==> config.mk <==
export PLATFORM = sky130hd
export DESIGN_NAME = fp_mul_stream
export DESIGN_NICKNAME = d
export VERILOG_FILES = /design/src/rtl/fisr_fp_pkg.sv /design/src/rtl/fp_mul_round.sv /design/src/rtl/fp_mul_stream.sv
export SDC_FILE = /design/constraint.sdc
export NUM_CORES = 2
export LEC_CHECK = 0
export BUFFER_PORTS_ARGS = -buffer_cell sky130_fd_sc_hd__buf_2
export CORE_MARGIN = 2
export CORE_UTILIZATION = 40
export DETAILED_ROUTE_END_ITERATION = 7
export SYNTH_ARGS = -nofsm -noshare
export SYNTH_HDL_FRONTEND = slang
export SYNTH_SLANG_ARGS = --single-unit
==> constraint.sdc <==
create_clock -name clk -period 3.2 [get_ports clk]
set_clock_uncertainty 0.2 [all_clocks]
set_input_delay 0.16 -clock clk [delete_from_list [all_inputs] [get_ports clk]]
set_output_delay 0.16 -clock clk [all_outputs]
set_load 0.05 [all_outputs]
==> src/rtl/fisr_fp_pkg.sv <==
// Shared definitions for the FISR floating-point stream datapath:
// bias/pattern helpers, exception flag indices and operand classes.
package fisr_fp_pkg;

  // Bit positions inside the 3-bit {nv, of, uf} flag vector
  localparam int FLG_NV = 2;
  localparam int FLG_OF = 1;
  localparam int FLG_UF = 0;

  typedef enum logic [1:0] {
    ZERO = 2'd0,   // zero or denormal (denormals are flushed)
    NORM = 2'd1,
    INF  = 2'd2,
    NAN  = 2'd3
  } fp_class_t;

  // Exponent bias for an EXP_W-bit exponent field
  function automatic int fp_bias(input int exp_w);
    return (1 << (exp_w - 1)) - 1;
  endfunction

  // Positive infinity, right-aligned in 64 bits; caller truncates to W
  function automatic logic [63:0] fp_inf_bits(input int exp_w, input int man_w);
    return ((64'd1 << exp_w) - 64'd1) << man_w;
  endfunction

  // Canonical quiet NaN: sign 0, exponent all ones, mantissa MSB set
  function automatic logic [63:0] fp_qnan_bits(input int exp_w, input int man_w);
    return fp_inf_bits(exp_w, man_w) | (64'd1 << (man_w - 1));
  endfunction

endpackage

==> src/rtl/fp_mul_round.sv <==
// Combinational normalise + round + post-round carry fix-up for the
// stage-2 product. Rounding mode selected by FP_MUL_RNE_EN:
//   defined   -> round-to-nearest-even (guard/round/sticky)
//   undefined -> truncation toward zero
module fp_mul_round
  import fisr_fp_pkg::*;
#(
  parameter int EXP_W = 8,
  parameter int MAN_W = 23
) (
  input  logic signed [EXP_W+1:0]   i_e,
  input  logic        [2*MAN_W+1:0] i_m,
  output logic signed [EXP_W+1:0]   o_e,
  output logic        [MAN_W-1:0]   o_frac
);

  localparam int EW = EXP_W + 2;
  localparam int MW = 2 * MAN_W + 2;

  logic                 w_hi;
  logic [MAN_W-1:0]     w_frac;
  logic                 w_g;
  logic                 w_r;
  logic                 w_st;
  logic                 w_inc;
  logic [MAN_W+1:0]     w_sum;
  logic signed [EW-1:0] w_e_n;

  // Normalise: product of two 1.x values lies in [1,4); if bit MW-1 is set
  // the value is in [2,4), so take the fraction one bit higher and bump e.
  always_comb begin
    w_hi = i_m[MW-1];
    if (w_hi) begin
      w_frac = i_m[2*MAN_W -: MAN_W];
      w_g    = i_m[MAN_W];
      w_r    = i_m[MAN_W-1];
      w_st   = |i_m[MAN_W-2:0];
      w_e_n  = i_e + $signed(EW'(1));
    end else begin
      w_frac = i_m[2*MAN_W-1 -: MAN_W];
      w_g    = i_m[MAN_W-1];
      w_r    = i_m[MAN_W-2];
      w_st   = |i_m[MAN_W-3:0];
      w_e_n  = i_e;
    end
  end

`ifdef FP_MUL_RNE_EN
  // Round up above half, or at exactly half when the lsb is odd
  assign w_inc = w_g & (w_r | w_st | w_frac[0]);
`else
  // Truncation discards the bits below the lsb
  assign w_inc = 1'b0;
  logic w_unused_grs;
  assign w_unused_grs = w_g | w_r | w_st;
`endif

  // Hidden one kept so an all-ones fraction carries into bit MAN_W+1
  assign w_sum = {2'b01, w_frac} + (MAN_W+2)'(w_inc);

  // Post-round carry: mantissa wrapped to 10.00..0, renormalise and bump e
  always_comb begin
    if (w_sum[MAN_W+1]) begin
      o_e    = w_e_n + $signed(EW'(1));
      o_frac = w_sum[MAN_W:1];
    end else begin
      o_e    = w_e_n;
      o_frac = w_sum[MAN_W-1:0];
    end
  end

endmodule

==> src/rtl/fp_mul_stream.sv <==
// Pipelined IEEE-754 multiplier with valid/ready handshake and sideband tag.
// Stage 1 unpacks/multiplies/classifies, stage 2 normalises, rounds and packs,
// stages 3..STAGES are delay registers. A single enable (in_ready) stalls
// every stage together, so bubbles travel with the data.
// Rounding mode macro: FP_MUL_RNE_EN (see fp_mul_round).
// rst_n is expected to be released synchronously by the system reset logic.
module fp_mul_stream
  import fisr_fp_pkg::*;
#(
  parameter int EXP_W  = 8,
  parameter int MAN_W  = 23,
  parameter int TAG_W  = 32,
  parameter int STAGES = 3    // legal 2..6
) (
  input  logic                   clk,
  input  logic                   rst_n,
  input  logic                   in_valid,
  output logic                   in_ready,
  input  logic [EXP_W+MAN_W:0]   in_a,
  input  logic [EXP_W+MAN_W:0]   in_b,
  input  logic [TAG_W-1:0]       in_tag,
  output logic                   out_valid,
  input  logic                   out_ready,
  output logic [EXP_W+MAN_W:0]   out_p,
  output logic [TAG_W-1:0]       out_tag,
  output logic [2:0]             out_flags
);

  localparam int W  = 1 + EXP_W + MAN_W;
  localparam int EW = EXP_W + 2;
  localparam int MW = 2 * MAN_W + 2;

  localparam logic [W-1:0]         P_INF  = W'(fp_inf_bits(EXP_W, MAN_W));
  localparam logic [W-1:0]         P_QNAN = W'(fp_qnan_bits(EXP_W, MAN_W));
  localparam logic signed [EW-1:0] E_BIAS = EW'(fp_bias(EXP_W));
  localparam logic signed [EW-1:0] E_MAX  = EW'((1 << EXP_W) - 1);
  localparam logic signed [EW-1:0] E_ZERO = '0;

  function automatic fp_class_t classify(input logic [EXP_W-1:0] e,
                                         input logic [MAN_W-1:0] m);
    if (&e)            return (|m) ? NAN : INF;
    else if (e == '0)  return ZERO;
    else               return NORM;
  endfunction

  logic w_en;

  // ---------------- stage 1: unpack, exponent sum, mantissa product
  logic [EXP_W-1:0]     w_ea, w_eb;
  logic [MAN_W-1:0]     w_ma, w_mb;
  logic signed [EW-1:0] w_e1;
  logic [MW-1:0]        w_m1;

  assign w_ea = in_a[W-2 -: EXP_W];
  assign w_eb = in_b[W-2 -: EXP_W];
  assign w_ma = in_a[MAN_W-1:0];
  assign w_mb = in_b[MAN_W-1:0];
  assign w_e1 = $signed({2'b00, w_ea}) + $signed({2'b00, w_eb}) - E_BIAS;
  assign w_m1 = MW'({1'b1, w_ma}) * MW'({1'b1, w_mb});

  logic                 r1_s;
  logic signed [EW-1:0] r1_e;
  logic [MW-1:0]        r1_m;
  fp_class_t            r1_ca, r1_cb;
  logic [TAG_W-1:0]     r1_tag;

  // Stage-1 operand registers, held while the pipeline is stalled
  always_ff @(posedge clk or negedge rst_n) begin
    if (!rst_n) begin
      r1_s   <= 1'b0;
      r1_e   <= '0;
      r1_m   <= '0;
      r1_ca  <= ZERO;
      r1_cb  <= ZERO;
      r1_tag <= '0;
    end else if (w_en) begin
      r1_s   <= in_a[W-1] ^ in_b[W-1];
      r1_e   <= w_e1;
      r1_m   <= w_m1;
      r1_ca  <= classify(w_ea, w_ma);
      r1_cb  <= classify(w_eb, w_mb);
      r1_tag <= in_tag;
    end
  end

  // ---------------- stage 2: normalise, round, pack, specials
  logic signed [EW-1:0] w_e2;
  logic [MAN_W-1:0]     w_frac2;
  logic [W-1:0]         w_p2;
  logic [2:0]           w_flg2;

  fp_mul_round #(
    .EXP_W (EXP_W),
    .MAN_W (MAN_W)
  ) u_round (
    .i_e    (r1_e),
    .i_m    (r1_m),
    .o_e    (w_e2),
    .o_frac (w_frac2)
  );

  // Special-operand priority: NaN/Inf*0, Inf, zero, overflow, underflow
  always_comb begin
    w_p2   = {r1_s, w_e2[EXP_W-1:0], w_frac2};
    w_flg2 = 3'b000;
    if (r1_ca == NAN || r1_cb == NAN ||
        (r1_ca == INF && r1_cb == ZERO) || (r1_ca == ZERO && r1_cb == INF)) begin
      w_p2           = P_QNAN;
      w_flg2[FLG_NV] = 1'b1;
    end else if (r1_ca == INF || r1_cb == INF) begin
      w_p2 = {r1_s, P_INF[W-2:0]};
    end else if (r1_ca == ZERO || r1_cb == ZERO) begin
      w_p2 = {r1_s, {(W-1){1'b0}}};
    end else if (w_e2 >= E_MAX) begin
      w_p2           = {r1_s, P_INF[W-2:0]};
      w_flg2[FLG_OF] = 1'b1;
    end else if (w_e2 <= E_ZERO) begin
      w_p2           = {r1_s, {(W-1){1'b0}}};
      w_flg2[FLG_UF] = 1'b1;
    end
  end

  // ---------------- stages 2..STAGES: result registers and delay line
  logic [STAGES:1]              r_vld_pipe;
  logic [STAGES:2][W-1:0]       r_p_pipe;
  logic [STAGES:2][TAG_W-1:0]   r_tag_pipe;
  logic [STAGES:2][2:0]         r_flg_pipe;

  // Valid shift register plus result/tag/flag delay line, all on one enable
  always_ff @(posedge clk or negedge rst_n) begin
    if (!rst_n) begin
      r_vld_pipe <= '0;
      r_p_pipe   <= '0;
      r_tag_pipe <= '0;
      r_flg_pipe <= '0;
    end else if (w_en) begin
      r_vld_pipe    <= {r_vld_pipe[STAGES-1:1], in_valid};
      r_p_pipe[2]   <= w_p2;
      r_tag_pipe[2] <= r1_tag;
      r_flg_pipe[2] <= w_flg2;
      for (int k = 3; k <= STAGES; k++) begin
        r_p_pipe[k]   <= r_p_pipe[k-1];
        r_tag_pipe[k] <= r_tag_pipe[k-1];
        r_flg_pipe[k] <= r_flg_pipe[k-1];
      end
    end
  end

  assign out_valid = r_vld_pipe[STAGES];
  assign out_p     = r_p_pipe[STAGES];
  assign out_tag   = r_tag_pipe[STAGES];
  assign out_flags = r_flg_pipe[STAGES];

  // Advance only when the output slot is empty or being drained
  assign in_ready = !out_valid || out_ready;
  assign w_en     = in_ready;

endmodule

==> metrics.txt <==
run status=complete, but fails checks; failing checks=hold timing, setup timing; top cells by count, synth=730 x nand2_1, 587 x inv_1, 482 x fa_1; remaining antenna violation count=0; biggest fanout along the worst timing path=7; hold slack final=-19.79 ps; WL/cell=16.92 µm; DRC Markers=0; top cell type's share of synthesized area=34.66%; beginning of the worst register-to-register path=r1_e[2]$_DFFE_PN0P_; IO Port Bufs=168; vias in the first global route=22360; startpoint types=primary input; area of the multi-input gates=20240 µm²; layout cells sized above 1=20.58%; Synth Area per Inst=8.853 µm²; CTS buffer count=21; data required time of the worst path=3390 ps; number of buffers on the longest clock path=3; depth of the most critical reg-to-reg path=8; routed via count divided by cell count=4.819; y dimension of the die=267.8 µm; Synth area leaders=fa_1 35%, dfrtp_1 19%, nand2_1 9.8%; number of antenna repair diodes=0; Placeable Area=68710 µm²; global-route usage over all layers=21.45%; Final Cycle Share=190.9%; cell count after synthesis=3145; total vias in the final route=21300; final setup violation count=25; EDFF count, synth=0; worst setup margin=-2909 ps; largest net degree at the start of global routing=94; number of nets in the finished design=4242; synthesized netlist net count=3912; overall die area=71730 µm²; worst slew pin tran=871.2 ps; final-layout fill cell count=6575; area growth from synthesis to layout=21.89%; largest area contributor in the synthesized netlist=fa_1; weighted congestion at the end of routability-driven global placement=0.8953; wire length of the first global-routing pass=122.0 mm; DRT iter0 DRCs=1243; dpl hpwl=60.54 mm; number of placed I/O pins=169; area taken by flip-flops and latches=5230 µm²; total standard cell area after synthesis=27840 µm²; clock tree root buffer cell=clkbuf_16; total grt overflow=0; FMAX=0.1637 GHz; number of levels the H-tree was split into=1; final design utilization=49.40%; worst-skew pair later-pin latency=520 ps; Tmin final=6109 ps; number of maximum-capacitance constraint violations=0; worst min path class=primary input to async pin; Worst Path Arrival=6300 ps; number of register bits inferred by synthesis=209; reg-to-reg endpoint=r_p_pipe[22]$_DFFE_PN0P_; category of the critical setup timing path=primary input to flip-flop; dominant cell by count in the synthesized netlist=nand2_1; worst slew margin relative to its limit=41.92%; max-slew violation count=0; Main synth FF type=dfrtp_1; Initial Utilization=40.52%; register-to-register path setup slack=390 ps; Chip Width=267.8 µm; final count of hold timing violations=15; setup repair after global routing missed its margin=true; Yosys warnings=0; Site Rows=96; clock transition at the register clock pins on the worst setup and hold paths after CTS=60 ps; clock tree from TritonCTS=yes; number of sinks driven by the clock tree=209; drt first pass iters=5; final total negative setup slack=-67560 ps; routed wire length=74.77 mm; Worst setup EP type=flip-flop; portion of the post-synthesis area used by sequential elements=18.78%; share of flip-flops with an asynchronous set or reset=100.0%; count of different cell masters after synthesis=69; antenna violations before repair=3
worst max-delay path by stage:
stage	depth (start not counted)	startpoint	endpoint	slack, ps
detailed placement	23	in_a[12]	r1_m[47]$_DFFE_PN0P_	-3730
global route	23	in_a[11]	r1_m[37]$_DFFE_PN0P_	-3080
global placement	24	in_a[10]	r1_m[47]$_DFFE_PN0P_	-3650
floorplan	23	in_a[20]	r1_m[34]$_DFFE_PN0P_	-3290
finish	25	in_b[8]	r1_m[33]$_DFFE_PN0P_	-2910
CTS	24	in_b[8]	r1_m[47]$_DFFE_PN0P_	-2950
registers in the layout, indices dropped and copies added, names as in the netlist:
| name | flops |
|---|---|
| r1_tag | 32 |
| r_tag_pipe | 32 |
| out_flags | 3 |
| r_flg_pipe | 3 |
| r1_m | 25 |
| r_vld_pipe | 3 |
| r_p_pipe | 32 |
| r1_e | 10 |
| r1_cb | 2 |
| out_p | 32 |
| out_tag | 32 |
| r1_s | 1 |
| r1_ca | 2 |
cells by family after synthesis:
logic type / Yosys count / share of synthesized area [%]
compound gates: 232 / 5.442
xor+xnor: 40 / 1.258
fa+ha+maj: 667 / 42.97
buf+inv: 810 / 11.85
flops: 209 / 18.78
mux: 24 / 0.8628
simple gates: 1163 / 18.83
per-layer routing:
layer	global-route usage, %	part of all wire, %	vias to the layer above
li1	-	-	10020
met1	29.89	45	10590
met2	35.41	46	595
met3	3.565	6.7	85
met4	4.243	1.8	4
met5	0	0.028	-
cells in the final DEF, fill, tap and decap left out, types with 51 or more instances in the layout:
cell type / instances
nor2_1: 80
dlygate4sd3_1: 51
ha_1: 162
buf_2: 125
dfrtp_1: 209
fa_1: 450
buf_4: 279
and2_1: 212
inv_1: 552
nand2_1: 717
cell type report:
cell class / instances / area share, %
multi-input combinational: 2126 / 59.63
sequential: 209 / 15.41
timing repair buffer: 528 / 12.73
inverter: 589 / 6.585
tap: 931 / 3.432
clock buffer: 24 / 1.611
clock inverter: 13 / 0.5973
critical path, stage by stage:
cell     delay (ps)
buf_8           110
buf_12          120
and2_4          150
fa_2            430
fa_1            540
inv_2            50
fa_2            570
fa_2            470
inv_2            80
fa_2            430
fa_1            500
inv_2            50
fa_1            510
inv_2            50
ha_4            230
and3_4          170
buf_4           130
a31o_4          250
nor4_4          320
o21ai_2         110
o21ai_4         200
buf_6           130
o21ai_4          50
a211o_1         260
a22o_1          200
per-stage QoR:
step / setup WS, ps / instances / area (µm²) / hold slack (ps)
4_1_cts: -2948 / 4410 / 33430 / 10.70
2_1_floorplan: -3285 / 3145 / 28470 / -335.6
3_5_place_dp: -3726 / 4299 / 31300 / -26.34
6_report: -2909 / 4420 / 33940 / -19.79
5_1_grt: -3082 / 4420 / 33940 / 46.00
3_3_place_gp: -3650 / 4299 / 31300 / -30.23
timing repair:
action	4_1_cts	5_1_grt
hold buffers	51	0
setup buffers	25	11
gates resized for setup	206	112
pin swaps	109	88
endpoints found under the setup margin	25	27
endpoints found under the hold margin	250	0
Power is not shown: default switching activity piles up to over one toggle a cycle in this logic, so the estimate is an artifact.
